$ cat src/rtl/jtag_bsr_pkg.sv
`default_nettype none
// ============================================================================
//  Module      : jtag_bsr_pkg
//  Description : Shared definitions for the bidirectional boundary-scan
//                register: per-pin cell ordering inside the scan chain and
//                the cell-type enumeration.
//  Revision    : 1.0 - initial release
// ============================================================================
package jtag_bsr_pkg;

    // Position of each cell inside one pin's three-bit chain segment.
    // The input cell is nearest tdi, the OE cell nearest tdo.
    localparam int BSR_IN_IDX        = 0;
    localparam int BSR_OUT_IDX       = 1;
    localparam int BSR_OE_IDX        = 2;
    localparam int BSR_CELLS_PER_PIN = 3;

    typedef enum logic [1:0] {
        CELL_IN  = 2'd0,
        CELL_OUT = 2'd1,
        CELL_OE  = 2'd2
    } bsr_cell_e;

endpackage : jtag_bsr_pkg
`default_nettype wire

$ cat src/rtl/bidir_bsr_pin.sv
`default_nettype none
// ============================================================================
//  Module      : bidir_bsr_pin
//  Description : One bidirectional pin of the boundary-scan register: three
//                shift-stage cells (input, output, OE), three update-stage
//                cells and the pad/core multiplexers.
//  Ports       : tck, reset (async, active-low), capture_dr / shift_dr /
//                update_dr DR enables, mode_extest / mode_intest selects,
//                scan_in / scan_out chain links, pad_in / core_out / core_oe
//                sources, core_in / pad_out / pad_oe muxed outputs.
//  Revision    : 1.0 - initial release
// ============================================================================
module bidir_bsr_pin
    import jtag_bsr_pkg::*;
#(
    // Update-stage value loaded on reset, indexed by cell position.
    parameter logic [BSR_CELLS_PER_PIN-1:0] UPD_RESET = '0
) (
    input  logic tck,
    input  logic reset,
    input  logic capture_dr,
    input  logic shift_dr,
    input  logic update_dr,
    input  logic mode_extest,
    input  logic mode_intest,
    input  logic scan_in,
    output logic scan_out,
    input  logic pad_in,
    input  logic core_out,
    input  logic core_oe,
    output logic core_in,
    output logic pad_out,
    output logic pad_oe
);

    logic [BSR_CELLS_PER_PIN-1:0] r_shift;
    logic [BSR_CELLS_PER_PIN-1:0] r_upd;

    // Capture has priority over shift when both enables are present.
    always_ff @(posedge tck or negedge reset) begin
        if (!reset) begin
            r_shift <= '0;
        end else if (capture_dr) begin
            r_shift[BSR_IN_IDX]  <= pad_in;
            r_shift[BSR_OUT_IDX] <= core_out;
            r_shift[BSR_OE_IDX]  <= core_oe;
        end else if (shift_dr) begin
            r_shift <= {r_shift[BSR_CELLS_PER_PIN-2:0], scan_in};
        end
    end

    // Non-blocking semantics give the update stage the pre-shift contents
    // when shift_dr and update_dr coincide.
    always_ff @(posedge tck or negedge reset) begin
        if (!reset) begin
            r_upd <= UPD_RESET;
        end else if (update_dr) begin
            r_upd <= r_shift;
        end
    end

    assign scan_out = r_shift[BSR_CELLS_PER_PIN-1];

    assign pad_out = mode_extest ? r_upd[BSR_OUT_IDX] : core_out;
    assign pad_oe  = mode_extest ? r_upd[BSR_OE_IDX]  : core_oe;
    assign core_in = mode_intest ? r_upd[BSR_IN_IDX]  : pad_in;

endmodule : bidir_bsr_pin
`default_nettype wire

$ cat src/rtl/bidir_boundary_scan_register.sv
`default_nettype none
// ============================================================================
//  Module      : bidir_boundary_scan_register
//  Description : Parametrised bidirectional boundary-scan register. One
//                bidir_bsr_pin per pin, chained tdi -> pin 0 -> ... ->
//                pin NUM_PINS-1 -> tdo (chain length 3*NUM_PINS).
//  Ports       : tck clock, reset (async, active-low), capture_dr /
//                shift_dr / update_dr, mode_extest / mode_intest, tdi / tdo,
//                pad_in / core_out / core_oe in, core_in / pad_out / pad_oe
//                out (all NUM_PINS wide).
//  Macro       : BSR_SAFE_STATE_EN - when defined, reset loads the update
//                stage with SAFE_OUT / SAFE_OE instead of zero.
//  Revision    : 1.0 - initial release
// ============================================================================
module bidir_boundary_scan_register
    import jtag_bsr_pkg::*;
#(
    parameter int                  NUM_PINS = 4,
    parameter logic [NUM_PINS-1:0] SAFE_OUT = '0,
    parameter logic [NUM_PINS-1:0] SAFE_OE  = '0
) (
    input  logic                tck,
    input  logic                reset,
    input  logic                capture_dr,
    input  logic                shift_dr,
    input  logic                update_dr,
    input  logic                mode_extest,
    input  logic                mode_intest,
    input  logic                tdi,
    output logic                tdo,
    input  logic [NUM_PINS-1:0] pad_in,
    input  logic [NUM_PINS-1:0] core_out,
    input  logic [NUM_PINS-1:0] core_oe,
    output logic [NUM_PINS-1:0] core_in,
    output logic [NUM_PINS-1:0] pad_out,
    output logic [NUM_PINS-1:0] pad_oe
);

`ifdef BSR_SAFE_STATE_EN
    localparam logic c_safe_en = 1'b1;
`else
    localparam logic c_safe_en = 1'b0;
`endif

    // w_link[i] feeds pin i; w_link[NUM_PINS] is the last OE flop itself.
    logic [NUM_PINS:0] w_link;

    assign w_link[0] = tdi;
    assign tdo       = w_link[NUM_PINS];

    for (genvar i = 0; i < NUM_PINS; i++) begin : g_pin
        // Input cell never has a safe value; it always resets to 0.
        localparam logic [BSR_CELLS_PER_PIN-1:0] c_upd_reset =
            c_safe_en ? {SAFE_OE[i], SAFE_OUT[i], 1'b0} : '0;

        bidir_bsr_pin #(
            .UPD_RESET (c_upd_reset)
        ) u_pin (
            .tck         (tck),
            .reset       (reset),
            .capture_dr  (capture_dr),
            .shift_dr    (shift_dr),
            .update_dr   (update_dr),
            .mode_extest (mode_extest),
            .mode_intest (mode_intest),
            .scan_in     (w_link[i]),
            .scan_out    (w_link[i+1]),
            .pad_in      (pad_in[i]),
            .core_out    (core_out[i]),
            .core_oe     (core_oe[i]),
            .core_in     (core_in[i]),
            .pad_out     (pad_out[i]),
            .pad_oe      (pad_oe[i])
        );
    end

endmodule : bidir_boundary_scan_register
`default_nettype wire
$ cat config.mk
export PLATFORM = sky130hd
export DESIGN_NAME = bidir_boundary_scan_register
export DESIGN_NICKNAME = d
export VERILOG_FILES = /design/src/rtl/jtag_bsr_pkg.sv /design/src/rtl/bidir_bsr_pin.sv /design/src/rtl/bidir_boundary_scan_register.sv
export SDC_FILE = /design/constraint.sdc
export NUM_CORES = 1
export LEC_CHECK = 0
export BUFFER_PORTS_ARGS = -buffer_cell sky130_fd_sc_hd__buf_2
export CAP_MARGIN = 20
export CELL_PAD_IN_SITES_DETAIL_PLACEMENT = 2
export CELL_PAD_IN_SITES_GLOBAL_PLACEMENT = 2
export CORE_UTILIZATION = 34
export DETAILED_ROUTE_END_ITERATION = 10
export GPL_TIMING_DRIVEN = 0
export PLACE_DENSITY = 0.9
export SLEW_MARGIN = 40
export SYNTH_ARGS = -nofsm -noshare
export SYNTH_HDL_FRONTEND = slang
export SYNTH_HIERARCHICAL = 1
export SYNTH_SLANG_ARGS = --single-unit
export TNS_END_PERCENT = 100
$ cat constraint.sdc
create_clock -name tck -period 1.6 [get_ports tck]
set_clock_uncertainty 0.2 [all_clocks]
set_input_delay 0 -clock tck [delete_from_list [all_inputs] [get_ports tck]]
set_output_delay 0 -clock tck [all_outputs]
set_load 0.01 [all_outputs]
==> reports/results.md <==
| Metric | This run | Unit |
|:---|:---|:---|
| Result of the run | finished, violations left | - |
| Failing checks | negative hold slack | - |
| Total clock sinks | 24 | - |
| Layout net count | 170 | - |
| Final design instance area without fill | 1620 | µm² |
| Endpoint type of the worst setup path | flip-flop | - |
| Iteration count of the initial detailed-routing pass | 3 | - |
| Final slew viol count | 0 | - |
| Top-area cell type share of the netlist area | 0.548 | - |
| Pre-CTS setup slack | 0.595 | ns |
| Final worst-path cycle share | 0.862 | - |
| Final critical path time including I/O delays and setup | 1.38 | ns |
| Clock Path Buffers | 2 | - |
| Routed via count divided by cell count | 4.98 | - |
| MaxCap Viol Count | 0 | - |
| Predominant post-synthesis flop cell | dfrtp_1 | - |
| DRC marker count from the first detailed-route iteration | 33 | - |
| Die height | 58.8 | µm |
| Total Negative Setup Slacks | 0 | ns |
| Met3 layer usage reported by global route | 0.0176 | - |
| Cell area reported after detailed placement | 1310 | µm² |
| Number of DRC violations after detailed routing | 0 | - |
| Lkg Pwr | 0.751 | nW |
| Number of distinct library cell variants in the gate-level netlist after synthesis | 5 | - |
| Post-synth design cell area | 1100 | µm² |
| Grt ovf | 0 | - |
| Required time at the worst-slack endpoint | 1.62 | ns |
| Starting utilization of the core area | 0.359 | - |
| Area occupied by registers | 601 | µm² |
| Total wirelength of the detailed-routed design | 3890 | µm |
| Hold WS | -0.00864 | ns |
| Post-detailed-route wirelength per cell | 20.2 | µm |
| Horizontal die dimension | 58.8 | µm |
| Source-to-sink clock delay at the later pin of the worst-skew pair | 0.33 | ns |
| RSZ-0062 raised after global routing | false | - |
| Routability cong. | 0.732 | - |
| Largest net degree at the start of global routing | 25 | - |
| Class of the most critical setup path | in -> reg | - |
| Global-route wire length before repair | 6270 | µm |
| Data arrival time at the worst-slack endpoint | 1.40 | ns |
| Met1 track demand over resource in global routing | 0.304 | - |
| Antenna-violating nets left | 0 | - |
| I/O Pins | 33 | - |
| H-tree Lvls | 1 | - |
| Flip-flop and latch count after synthesis | 24 | - |
| Detail Placement HPWL | 1960 | µm |
| Leading area contributor after synthesis | dfrtp_1 | - |
| Number of port buffers | 32 | - |
| Area taken by multi-input logic gates | 495 | µm² |
| Global routing met2 resource utilization | 0.456 | - |
| Number of buffers added by the clock tree synthesis step | 3 | - |
| Power density cells | 844 | nW/µm² |
| Top area cells in the synthesized netlist | dfrtp_1 55%, mux2_2 25%, mux2i_1 11%, o21ai_1 5.5%, nand2_1 4.1% | - |
| Ys Warns | 6 | - |
| Fillers | 311 | - |
| Clock Root Buffer | clkbuf_4 | - |
| Via count of the first global-routing pass | 1224 | - |
| Post-Synthesis Net Count | 104 | - |
| Hold violation count in the final report | 15 | - |
| Growth of design area from synthesis to finish | 48.2 | % |
| Number of synthesized flops with an enable pin | 0 | - |
| Final worst slack | 0.220 | ns |
| Timing-limited maximum frequency | 725 | MHz |
| Async S/R FF share, synth | 1.00 | - |
| Top fanout value on the critical path | 2 | - |
| # diodes | 0 | - |
| Floorplan die area | 3450 | µm² |
| Total vias in the final route | 956 | - |
| Sequential cell area fraction in the yosys report | 0.548 | - |
| Worst Tran Pin Value | 0.570 | ns |
| Initial antenna violation count | 0 | - |
| Standard-cell row count | 20 | - |
| Most heavily used metal layer in global routing | met2 | - |
| Number of failing setup endpoints in the final timing report | 0 | - |
| Peak supply drop | 0.551 | mV |
| Total Routing Usage GR | 0.259 | - |
| Leading cell types by count after synthesis | 24 x dfrtp_1, 24 x mux2_2, 12 x mux2i_1, 12 x nand2_1, 12 x o21ai_1 | - |
| Critical Path Source Type | input port | - |
| Area inside the core boundary | 3050 | µm² |
| Cells after synthesis | 84 | - |
| Proportion of layout cells with a drive suffix above 1 | 0.399 | - |
| Kind of path behind the tightest hold check | in -> async | - |
| Synth Area per Inst | 13.0 | µm² |
| Relative slew slack | 0.620 | - |
| CTS tree | done | - |
| Clk slew on worst S/H paths | 0.14 | ns |
final cells by class:
type                    instances  area share
flip-flops and latches         24       0.370
multi-input cells              60       0.305
repair buffers                 61       0.277
well taps                      44      0.0339
clock buffers                   3      0.0139
final timing paths:
kind	slack (ns)	to	cells after the start	startpoint
setup / recovery	0.22	g_pin[0].u_pin/r_shift[2]	5	core_oe[0]
hold / removal	-0.009	g_pin[0].u_pin/r_shift[0]	2	reset
setup reg to reg	0.55	g_pin[2].u_pin/r_shift[2]	2	g_pin[2].u_pin/r_shift[1]
hold reg to reg	0.33	g_pin[2].u_pin/r_upd[1]	1	g_pin[2].u_pin/r_upd[1]
max in group asynchronous	0.83	g_pin[3].u_pin/r_shift[0]	2	reset
min in group tck	0.23	core_in[0]	3	mode_intest
cell usage in the layout (no fill, tap or decap):
master,n
o21ai_1,12
mux2i_1,12
buf_2,32
clkbuf_4,3
dlygate4sd3_1,29
nand2_1,12
dfrtp_1,24
mux2_2,24
what timing repair did:
action | in CTS | in global routing
hold buffers | 29 | 0
endpoints found under the setup margin | 0 | 0
setup buffers | 0 | 0
hold endpoints to repair | 48 | 0
gates resized for setup | 0 | 0
flip-flops by register name, indices dropped and copies added (netlist names):
| signal | flops |
|---|---|
| g_pin.u_pin/r_shift | 12 |
| g_pin.u_pin/r_upd | 12 |
worst max-delay path: stages:
cell and delay (ns):
dlygate4sd3_1 0.57, buf_2 0.14, nand2_1 0.07, dlygate4sd3_1 0.55
o21ai_1 0.07
per-stage QoR:
| stage | hold WS, ns | instances | util | total power, mW |
|---|---|---|---|---|
| 2_1_floorplan | -0.496 | 84 | - | 0.881 |
| 3_3_place_gp | -0.199 | 160 | 0.430 | 0.998 |
| 3_5_place_dp | -0.177 | 160 | 0.430 | 1.02 |
| 4_1_cts | 0.0117 | 192 | 0.532 | 1.34 |
| 5_1_grt | 0.00721 | 192 | 0.532 | 1.45 |
| 6_report | -0.00864 | 192 | 0.532 | 1.37 |
per-layer routing:
metal  vias to the layer above  routed length, µm
met4                         0                148
li1                        433                  -
met1                       474               1610
met5                         -                  0
met3                        13                104
met2                        36               2020
cell families after synthesis:
| group | Yosys count | share of synthesized area |
|---|---|---|
| AO/OA/AOI/OAI | 12 | 0.0548 |
| AND/OR/NAND/NOR | 12 | 0.0411 |
| multiplexers | 36 | 0.356 |
| flip-flops | 24 | 0.548 |
power breakdown:
part / internal [mW] / switching [mW] / total [mW]
combinational: 0.190 / 0.160 / 0.350
clock: 0.0886 / 0.195 / 0.283
sequential: 0.682 / 0.0551 / 0.737
(Power assumes the default switching activity.)
